File: config.mk
export PLATFORM = sky130hd
export DESIGN_NAME = pb_debouncer
export DESIGN_NICKNAME = d
export VERILOG_FILES = /design/src/rtl/pb_debouncer.sv
export SDC_FILE = /design/constraint.sdc
export NUM_CORES = 1
export LEC_CHECK = 0
export ABC_AREA = 1
export CAP_MARGIN = 40
export CORE_MARGIN = 3
export CORE_UTILIZATION = 25
export CTS_BUF_LIST = sky130_fd_sc_hd__clkbuf_8
export DETAILED_ROUTE_END_ITERATION = 12
export PLACE_DENSITY = 0.38
export REMOVE_ABC_BUFFERS = 1
export SETUP_SLACK_MARGIN = 0.5
export SLEW_MARGIN = 0
export SYNTH_ARGS = -nofsm -noshare
export SYNTH_HDL_FRONTEND = slang
export SYNTH_SLANG_ARGS = --single-unit
File: constraint.sdc
create_clock -name clk -period 1.9 [get_ports clk]
set_clock_uncertainty 0.2 [all_clocks]
set_input_delay 0.38 -clock clk [delete_from_list [all_inputs] [get_ports clk]]
set_output_delay 0.38 -clock clk [all_outputs]
set_load 0.05 [all_outputs]
File: src/rtl/pb_debouncer.sv
// Push-button conditioner for one active-low, bouncy, asynchronous key.
// Produces a debounced level plus single-cycle press, release, long-press and
// auto-repeat pulses. Every output is driven straight from a flop.
module pb_debouncer #(
  parameter int DEBOUNCE_CYC = 1_000_000,
  parameter int LONG_CYC     = 50_000_000,
  parameter int REPEAT_CYC   = 10_000_000,
  parameter int REPEAT_EN    = 1
) (
  input  logic clk,
  input  logic rst_n,
  input  logic pb_n,
  output logic pb_db_n,
  output logic pb_press,
  output logic pb_release,
  output logic pb_long,
  output logic pb_repeat
);

  localparam int DEB_W  = $clog2(DEBOUNCE_CYC) + 1;
  localparam int HOLD_W = $clog2(LONG_CYC) + 1;
  localparam int REP_W  = $clog2(REPEAT_CYC) + 1;

  localparam logic [DEB_W-1:0]  DEB_MAX   = DEB_W'(DEBOUNCE_CYC - 1);
  localparam logic [HOLD_W-1:0] HOLD_LONG = HOLD_W'(LONG_CYC - 1);
  // hold_cnt parks here once pb_long has fired, so it never wraps back to 0.
  localparam logic [HOLD_W-1:0] HOLD_SAT  = HOLD_W'(LONG_CYC);
  localparam logic [REP_W-1:0]  REP_MAX   = REP_W'(REPEAT_CYC - 1);

  typedef enum logic [1:0] {
    ST_RELEASED,
    ST_PRESS_WAIT,
    ST_HELD,
    ST_RELEASE_WAIT
  } state_t;

  logic              sync1_q, sync2_q;
  logic              pressed_s;
  state_t            state_q, state_d;
  logic [DEB_W-1:0]  deb_cnt_q, deb_cnt_d;
  logic [HOLD_W-1:0] hold_cnt_q, hold_cnt_d;
  logic [REP_W-1:0]  rep_cnt_q, rep_cnt_d;
  logic              db_n_d, press_d, release_d, long_d, repeat_d;

  // Two-flop synchroniser; resets to "released" so reset exit never looks like a press.
  // NOTE: sequential state uses non-blocking (<=) so every flop samples pre-edge values.
  always_ff @(posedge clk or negedge rst_n) begin
    if (!rst_n) begin
      sync1_q <= 1'b1;
      sync2_q <= 1'b1;
    end else begin
      sync1_q <= pb_n;
      sync2_q <= sync1_q;
    end
  end

  assign pressed_s = ~sync2_q;

  // State, counters and registered outputs.
  always_ff @(posedge clk or negedge rst_n) begin
    if (!rst_n) begin
      state_q    <= ST_RELEASED;
      deb_cnt_q  <= '0;
      hold_cnt_q <= '0;
      rep_cnt_q  <= '0;
      pb_db_n    <= 1'b1;
      pb_press   <= 1'b0;
      pb_release <= 1'b0;
      pb_long    <= 1'b0;
      pb_repeat  <= 1'b0;
    end else begin
      state_q    <= state_d;
      deb_cnt_q  <= deb_cnt_d;
      hold_cnt_q <= hold_cnt_d;
      rep_cnt_q  <= rep_cnt_d;
      pb_db_n    <= db_n_d;
      pb_press   <= press_d;
      pb_release <= release_d;
      pb_long    <= long_d;
      pb_repeat  <= repeat_d;
    end
  end

  // Next-state, counter updates and next-cycle output values.
  always_comb begin
    // NOTE: every signal gets a default first so no path leaves one unassigned (no latches).
    state_d    = state_q;
    deb_cnt_d  = deb_cnt_q;
    hold_cnt_d = hold_cnt_q;
    rep_cnt_d  = rep_cnt_q;
    db_n_d     = pb_db_n;
    press_d    = 1'b0;
    release_d  = 1'b0;
    long_d     = 1'b0;
    repeat_d   = 1'b0;

    unique case (state_q)
      ST_RELEASED: begin
        if (pressed_s) begin
          state_d   = ST_PRESS_WAIT;
          deb_cnt_d = '0;
        end
      end

      ST_PRESS_WAIT: begin
        if (!pressed_s) begin
          state_d = ST_RELEASED;
        end else if (deb_cnt_q == DEB_MAX) begin
          state_d    = ST_HELD;
          press_d    = 1'b1;
          db_n_d     = 1'b0;
          hold_cnt_d = '0;
          rep_cnt_d  = '0;
        end else begin
          deb_cnt_d = deb_cnt_q + 1'b1;
        end
      end

      ST_HELD: begin
        if (!pressed_s) begin
          // Counters freeze here; a short release bounce resumes them untouched.
          state_d   = ST_RELEASE_WAIT;
          deb_cnt_d = '0;
        end else if (hold_cnt_q != HOLD_SAT) begin
          hold_cnt_d = hold_cnt_q + 1'b1;
          if (hold_cnt_q == HOLD_LONG) begin
            long_d    = 1'b1;
            rep_cnt_d = '0;
          end
        end else if (REPEAT_EN != 0) begin
          if (rep_cnt_q == REP_MAX) begin
            rep_cnt_d = '0;
            repeat_d  = 1'b1;
          end else begin
            rep_cnt_d = rep_cnt_q + 1'b1;
          end
        end
      end

      ST_RELEASE_WAIT: begin
        if (pressed_s) begin
          state_d = ST_HELD;
        end else if (deb_cnt_q == DEB_MAX) begin
          state_d   = ST_RELEASED;
          release_d = 1'b1;
          db_n_d    = 1'b1;
        end else begin
          deb_cnt_d = deb_cnt_q + 1'b1;
        end
      end

      default: state_d = ST_RELEASED;
    endcase
  end

endmodule

==> results of run 1 <==
## Yosys cell counts, drive strengths merged, types with 5 or more instances
master and instances:
xnor2 8, nand2 330, dfrtp 79, nor2 121, buf 20, o21ai 33, inv 89, nor3 31
nand3 80, xor2 29, or2 5, nand4 25
## critical path: cells and delay by family, from the launching register on
kind                       cells  cell delay [ns]
DFF                            1             0.45
adders and majority gates      1             0.14
buffers and inverters          4             0.38
and+or+nand+nor                9             0.70
## power by group through the flow
stage / combinational [mW] / clock (mW) / sequential, mW
global route: 0.393 / 1.62 / 1.80
floorplan: 0.0962 / 0 / 1.83
finish: 0.355 / 1.49 / 1.80
detailed placement: 0.258 / 0 / 1.83
CTS: 0.301 / 1.56 / 1.79
global placement: 0.261 / 0 / 1.83
## metal layers
layer	wire length, microns	up-vias	part of all wire (%)
met3	351	13	1.9
met5	0	-	0
met2	8710	50	47
li1	-	3057	-
met1	9310	2734	50
met4	224	0	1.2
## kinds of logic (layout without fill, tap and decap cells)
group	after synthesis	after routing	synth area share (%)
and+or+nand+nor	597	597	45.5
buffers and inverters	111	275	9.06
DFF	82	82	35.4
xor gates and xnor gates	37	37	5.58
AOI/OAI and AO/OA	36	36	3.54
adders and majority gates	4	4	0.862
## placed cells by master (no fill, tap or decap), types with 21 or more instances in the layout
master | netlist | final
nand2_1 | 321 | 284
buf_4 | 3 | 132
nor3_1 | 30 | 21
xor2_1 | 29 | 29
nand4_1 | 25 | 25
nand2_2 | 8 | 34
nor2_1 | 111 | 97
nand3_1 | 64 | 55
dfrtp_1 | 79 | 71
inv_1 | 82 | 77
## state kept, by name (all words and copies together), names as in the netlist, named ones only
register,count
hold_cnt_q,27
sync2_q,1
pb_db_n,1
state_q,1
sync1_q,1
pb_long,1
pb_release,1
pb_press,1
deb_cnt_q,21
pb_repeat,1
rep_cnt_q,25
## final timing paths
path                          startpoint             end  cells past startpoint
max                        hold_cnt_q[0]    rep_cnt_q[3]                     14
min                              sync1_q         sync2_q                      0
max in group asynchronous          rst_n   rep_cnt_q[17]                      3
min in group asynchronous          rst_n  hold_cnt_q[13]                      2
min reg2reg                      sync1_q         sync2_q                      0
max reg2reg                hold_cnt_q[0]    rep_cnt_q[3]                     14
## what timing repair did
action / in CTS / in global routing
endpoints found under the hold margin: 18 / 0
gates resized for setup: 71 / 97
gates cloned: 2 / 6
pin swaps: 22 / 39
hold buffers: 1 / 0
setup buffers: 13 / 13
endpoints found under the setup margin: 85 / 85
## area by class of cell
| cell class | instances | area, sq um |
|---|---|---|
| timing repair inverter | 1 | 11.3 |
| clock buffer | 10 | 138 |
| multi-input combinational | 674 | 3690 |
| tap | 285 | 357 |
| sequential | 82 | 2070 |
| clock inverter | 6 | 81.3 |
| timing repair buffer | 168 | 1620 |
| fill | 2386 | 14400 |
| inverter | 90 | 355 |
==> results.sh, run 1 <==
export IMPL_crit_arrival_ns=2.05
export IMPL_grt_pass1_wl_microns=29900
export IMPL_top_usage_layer="met2"
export IMPL_insertion_delay_ns=0.38
export IMPL_dp_hpwl_microns=13400
export IMPL_crit_type="register to register"
export IMPL_grt_setup_unrepaired="yes"
export IMPL_cts_tree="built"
export IMPL_synthCells=867
export IMPL_synthFlopType="dfrtp_1"
export IMPL_max_stage_delay_ns=0.45
export IMPL_grt_start_max_net_pins=25
export IMPL_violations="setup timing"
export IMPL_fin_nets=1033
export IMPL_die_area_sq_um=25100
export IMPL_endpoint_kind="register"
export IMPL_use_met2_pct=25.2
export IMPL_yosysTopAreaCellShare_pct=34.1
export IMPL_worstHoldPathType="register to register"
export IMPL_slew_headroom_pct=75.8
export IMPL_synth_top_area_cell="dfrtp_1"
export IMPL_grt_pass1_vias=5698
export IMPL_period_share_pct=102
export IMPL_instances_no_fill=1316
export IMPL_path_max_fanout=7
export IMPL_setup_tns_ns=-0.416
export IMPL_irDropWorstVdd_mv=0.241
export IMPL_tightest_slew_ns=0.360
export IMPL_pwr_share_clk_pct=40.9
export IMPL_p_total_mw=3.64
export IMPL_postPlaceCellArea_sq_um=7120
export IMPL_switching_share_pct=26.0
export IMPL_dpl_worst_slack_ns=-0.166
export IMPL_rows=55
export IMPL_outcome="finished with violations"
export IMPL_area_growth_pct=43.2
export IMPL_cts_sinks=82
export IMPL_crit_required_ns=2.02
export IMPL_drc=0
export IMPL_use_met3_pct=1.63
export IMPL_yosys_top_cells_area="dfrtp_1, nand2_1, nor2_1"
export IMPL_netlist_area_sq_um=5800
export IMPL_antenna_found_initial=0
export IMPL_power_density_nw_per_um2=438
export IMPL_wl_per_cell_microns=14.1
export IMPL_met1_usage_pct=20.9
export IMPL_fmax_mhz=517
export IMPL_seq_power_share_pct=49.3
export IMPL_drive_above_1_share_pct=33.0
export IMPL_numCtsBuffers=9
export IMPL_first_pass_iters=4
export IMPL_clockRootBuffer="clkbuf_8"
export IMPL_via_per_inst=4.45
export IMPL_worst_setup_path_start_kind="register"
export IMPL_drt_initial_drc_count=282
export IMPL_combPwrFrac_pct=9.8
export IMPL_clk_pin_slew_worst_paths_ns=0.09
export IMPL_route_antenna_remaining_nets=0
export IMPL_layout_min_cycle_time_ns=1.93
export IMPL_track_usage_pct=15.1
export IMPL_start_util_pct=25.6
export IMPL_vias=5854
export IMPL_die_w_microns=158
export IMPL_slew_violations=0
export IMPL_wl_microns=18600
export IMPL_htreeDepth=3
export IMPL_syn_area_per_cell_sq_um=6.69
export IMPL_synthArstFlopShare_pct=100
export IMPL_place_congestion=0.839
export IMPL_p_leak_nw=3.83
export IMPL_io_pins=8
export IMPL_overflow=0
export IMPL_fin_ws_ns=-0.0349
export IMPL_seq_area_frac_synth_pct=35.4
export IMPL_chipHeight_microns=158
export IMPL_dpl_cell_count=1265
export IMPL_power_net_switching_uw=946
export IMPL_ys_ff_latch=82
export IMPL_finalHoldViolations=0
export IMPL_diodes=0
export IMPL_crit_path_top_delay_cell="dfrtp_2"
export IMPL_intPower_mw=2.69
export IMPL_finish_utilization_pct=36.6
export IMPL_ys_types=38
export IMPL_cp_cell_sequence="inv_2 > ha_4 > inv_2 > nor2_1 > nand2_1 > nor2_2 > nand2_2 > nand2_2 > nor2_4 > nor2_8 > buf_12 > buf_12 > nand3_2 > nand2_1"
export IMPL_core_area_sq_um=22700
export IMPL_yosys_warnings=0
export IMPL_cts_buffer_depth=2
export IMPL_final_area_sq_um=8310
export IMPL_synth_edf_count=0
export IMPL_io_buffers=7
export IMPL_maxCapViolations=0
export IMPL_setup_viol=27
export IMPL_r2r_setup_slack_ns=-0.03
export IMPL_holdWs_ns=0.164
No activity file was read; power rests on OpenSTA's default activity.
==> run 2: changes to the inputs <==
--- a/config.mk
+++ b/config.mk
@@ -12,7 +12,6 @@
 export CTS_BUF_LIST = sky130_fd_sc_hd__clkbuf_8
 export DETAILED_ROUTE_END_ITERATION = 12
 export PLACE_DENSITY = 0.38
-export REMOVE_ABC_BUFFERS = 1
 export SETUP_SLACK_MARGIN = 0.5
 export SLEW_MARGIN = 0
 export SYNTH_ARGS = -nofsm -noshare
==> run 2 against run 1 <==
  * The flow still finishes with violations (setup timing)
  * Sequential share of layout area shrank 1.2 points
  * Combinational power grew 14%
  * Critical path depth shrank 1
  * Sequential power is essentially flat
  * Routed wire length grew 1.2%
  * Cell area grew 5.3%
  * Worst hold slack lost 0.0014 ns
  * Final cell count grew 1.2%
  * Critical endpoint is now rep_cnt_q[8]
==> results.sh, run 2 (synthesis gave the netlist of run 1 again) <==
export IMPL_use_met3_pct=2.31
export IMPL_crit_family="simple AND/OR/NAND/NOR gates"
export IMPL_dpl_cell_count=1262
export IMPL_numCtsBuffers=9
export IMPL_irDropWorstVdd_mv=0.471
export IMPL_vias=5928
export IMPL_min_to="sync2_q"
export IMPL_p_total_mw=3.56
export IMPL_antenna_found_initial=0
export IMPL_r2r_setup_slack_ns=-0.04
export IMPL_grt_setup_unrepaired="yes"
export IMPL_worst_setup_path_start_kind="register"
export IMPL_fmax_mhz=515
export IMPL_p_leak_nw=4.08
export IMPL_chipHeight_microns=158
export IMPL_grt_start_max_net_pins=35
export IMPL_worst_path_buf_inv=3
export IMPL_syn_nets=874
export IMPL_diodes=0
export IMPL_cts_tree="built"
export IMPL_dp_hpwl_microns=13100
export IMPL_core_area_sq_um=22700
export IMPL_start_util_pct=25.6
export IMPL_track_usage_pct=15.6
export IMPL_insertion_delay_ns=0.39
export IMPL_outcome="finished with violations"
export IMPL_min_from="sync1_q"
export IMPL_drc=0
export IMPL_use_met2_pct=26.2
export IMPL_fin_ws_ns=-0.0412
export IMPL_slew_violations=0
export IMPL_cp_cell_sequence="buf_6 > ha_4 > nand3_4 > inv_2 > nand2_2 > nor2_2 > nand2_2 > nand2_2 > nor2_4 > nor2_8 > clkbuf_16 > nand3_2 > nand2_1"
export IMPL_die_area_sq_um=25100
export IMPL_drt_initial_drc_count=311
export IMPL_io_pins=8
export IMPL_r2r_start="hold_cnt_q[0]"
export IMPL_drive_above_1_share_pct=38.4
export IMPL_power_density_nw_per_um2=406
export IMPL_most_common_layout_cells="nand2_1, buf_4, nor2_1"
export IMPL_fin_nets=1049
export IMPL_setup_tns_ns=-0.932
export IMPL_htreeDepth=3
export IMPL_hold_path_depth=0
export IMPL_wl_per_cell_microns=14.1
export IMPL_crit_type="register to register"
export IMPL_finalHoldViolations=0
export IMPL_max_stage_delay_ns=0.41
export IMPL_cts_buffer_depth=2
export IMPL_clockRootBuffer="clkbuf_8"
export IMPL_cts_sinks=82
export IMPL_worstRegToRegCells=13
export IMPL_layout_min_cycle_time_ns=1.94
export IMPL_overflow=0
export IMPL_setup_viol=51
export IMPL_path_max_fanout=8
export IMPL_io_buffers=7
export IMPL_die_w_microns=158
export IMPL_area_growth_pct=50.8
export IMPL_reg2reg_to="rep_cnt_q[8]"
export IMPL_top_regs="hold_cnt_q: 27 flops, rep_cnt_q: 25 flops, deb_cnt_q: 21 flops"
export IMPL_crit_path_top_delay_cell="dfrtp_1"
export IMPL_instances_no_fill=1332
export IMPL_crit_required_ns=2.03
export IMPL_place_congestion=0.822
export IMPL_clk_pin_slew_worst_paths_ns=0.10
export IMPL_grt_pass1_wl_microns=31100
export IMPL_violations="setup timing"
export IMPL_met1_usage_pct=21.4
export IMPL_endpoint_kind="register"
export IMPL_maxCapViolations=0
export IMPL_route_antenna_remaining_nets=0
export IMPL_tightest_slew_ns=0.409
export IMPL_slew_headroom_pct=72.4
export IMPL_worstHoldPathType="register to register"
export IMPL_largest_reg_flops=27
export IMPL_path_common_cell="nand2_2"
export IMPL_rows=55
export IMPL_holdWs_ns=0.162
export IMPL_first_pass_iters=5
export IMPL_period_share_pct=102
export IMPL_via_per_inst=4.45
export IMPL_grt_pass1_vias=5923
export IMPL_wl_microns=18800
export IMPL_crit_arrival_ns=2.07
export IMPL_top_register="hold_cnt_q"
export IMPL_final_common_cell="nand2_1"
export IMPL_top_usage_layer="met2"
==> run 2: cell types whose count changed in the layout (fill, tap and decap cells not counted), sizes merged <==
cell and delta:
bufinv -1, inv +1, clkbuf -4, clkinv +1, buf +19
==> run 2: final cells by class <==
cell class / count / area [sq um]
timing repair inverter: 1 / 11.3
fill: 2442 / 14000
sequential: 82 / 2070
inverter: 90 / 358
clock buffer: 9 / 124
timing repair buffer: 184 / 1860
clock inverter: 7 / 63.8
tap: 285 / 357
multi-input combinational: 674 / 3910
==> run 2: worst max path at each step <==
stage,start,end,cells past startpoint
finish,hold_cnt_q[0],rep_cnt_q[8],13
global route,hold_cnt_q[0],rep_cnt_q[8],13
CTS,hold_cnt_q[16],pb_repeat,7
detailed placement,hold_cnt_q[1],pb_repeat,10
global placement,hold_cnt_q[1],pb_repeat,10
floorplan,hold_cnt_q[0],rep_cnt_q[3],11
==> run 2: report_power, final <==
part | leakage, nW | switching, mW | total [mW] | internal [mW]
clock | 0.102 | 0.755 | 1.35 | 0.597
sequential | 1.11 | 0.0280 | 1.80 | 1.77
combinational | 2.87 | 0.215 | 0.405 | 0.190
==> run 2: through the flow <==
step	area, sq um	utilization (%)	setup slack, ns
6_report	8750	38.5	-0.0412
5_1_grt	8750	38.5	-0.177
4_1_cts	8280	36.5	-0.0777
3_5_place_dp	7170	31.6	-0.173
3_3_place_gp	7170	31.6	-0.193
2_1_floorplan	5890	-	0.108
==> run 2: timing repair <==
item,4_1_cts,5_1_grt
pin swaps,33,48
endpoints found under the setup margin,85,85
hold buffers,1,0
hold endpoints to repair,20,0
setup buffers,24,18
cloned,10,1
gates resized for setup,141,91
==> run 2: routing by layer <==
| metal | part of all wire (%) | vias up |
|---|---|---|
| met1 | 49 | 2789 |
| li1 | - | 3083 |
| met3 | 1.6 | 15 |
| met2 | 48 | 41 |
| met5 | 0 | - |
| met4 | 1.1 | 0 |
==> run 3: changes to the inputs <==
--- a/config.mk
+++ b/config.mk
@@ -17,3 +17,4 @@
 export SYNTH_ARGS = -nofsm -noshare
 export SYNTH_HDL_FRONTEND = slang
 export SYNTH_SLANG_ARGS = --single-unit
+export TNS_END_PERCENT = 100
==> results of run 3 <==
Same layout as run 2: the final DEF is identical, and so are final timing and power.
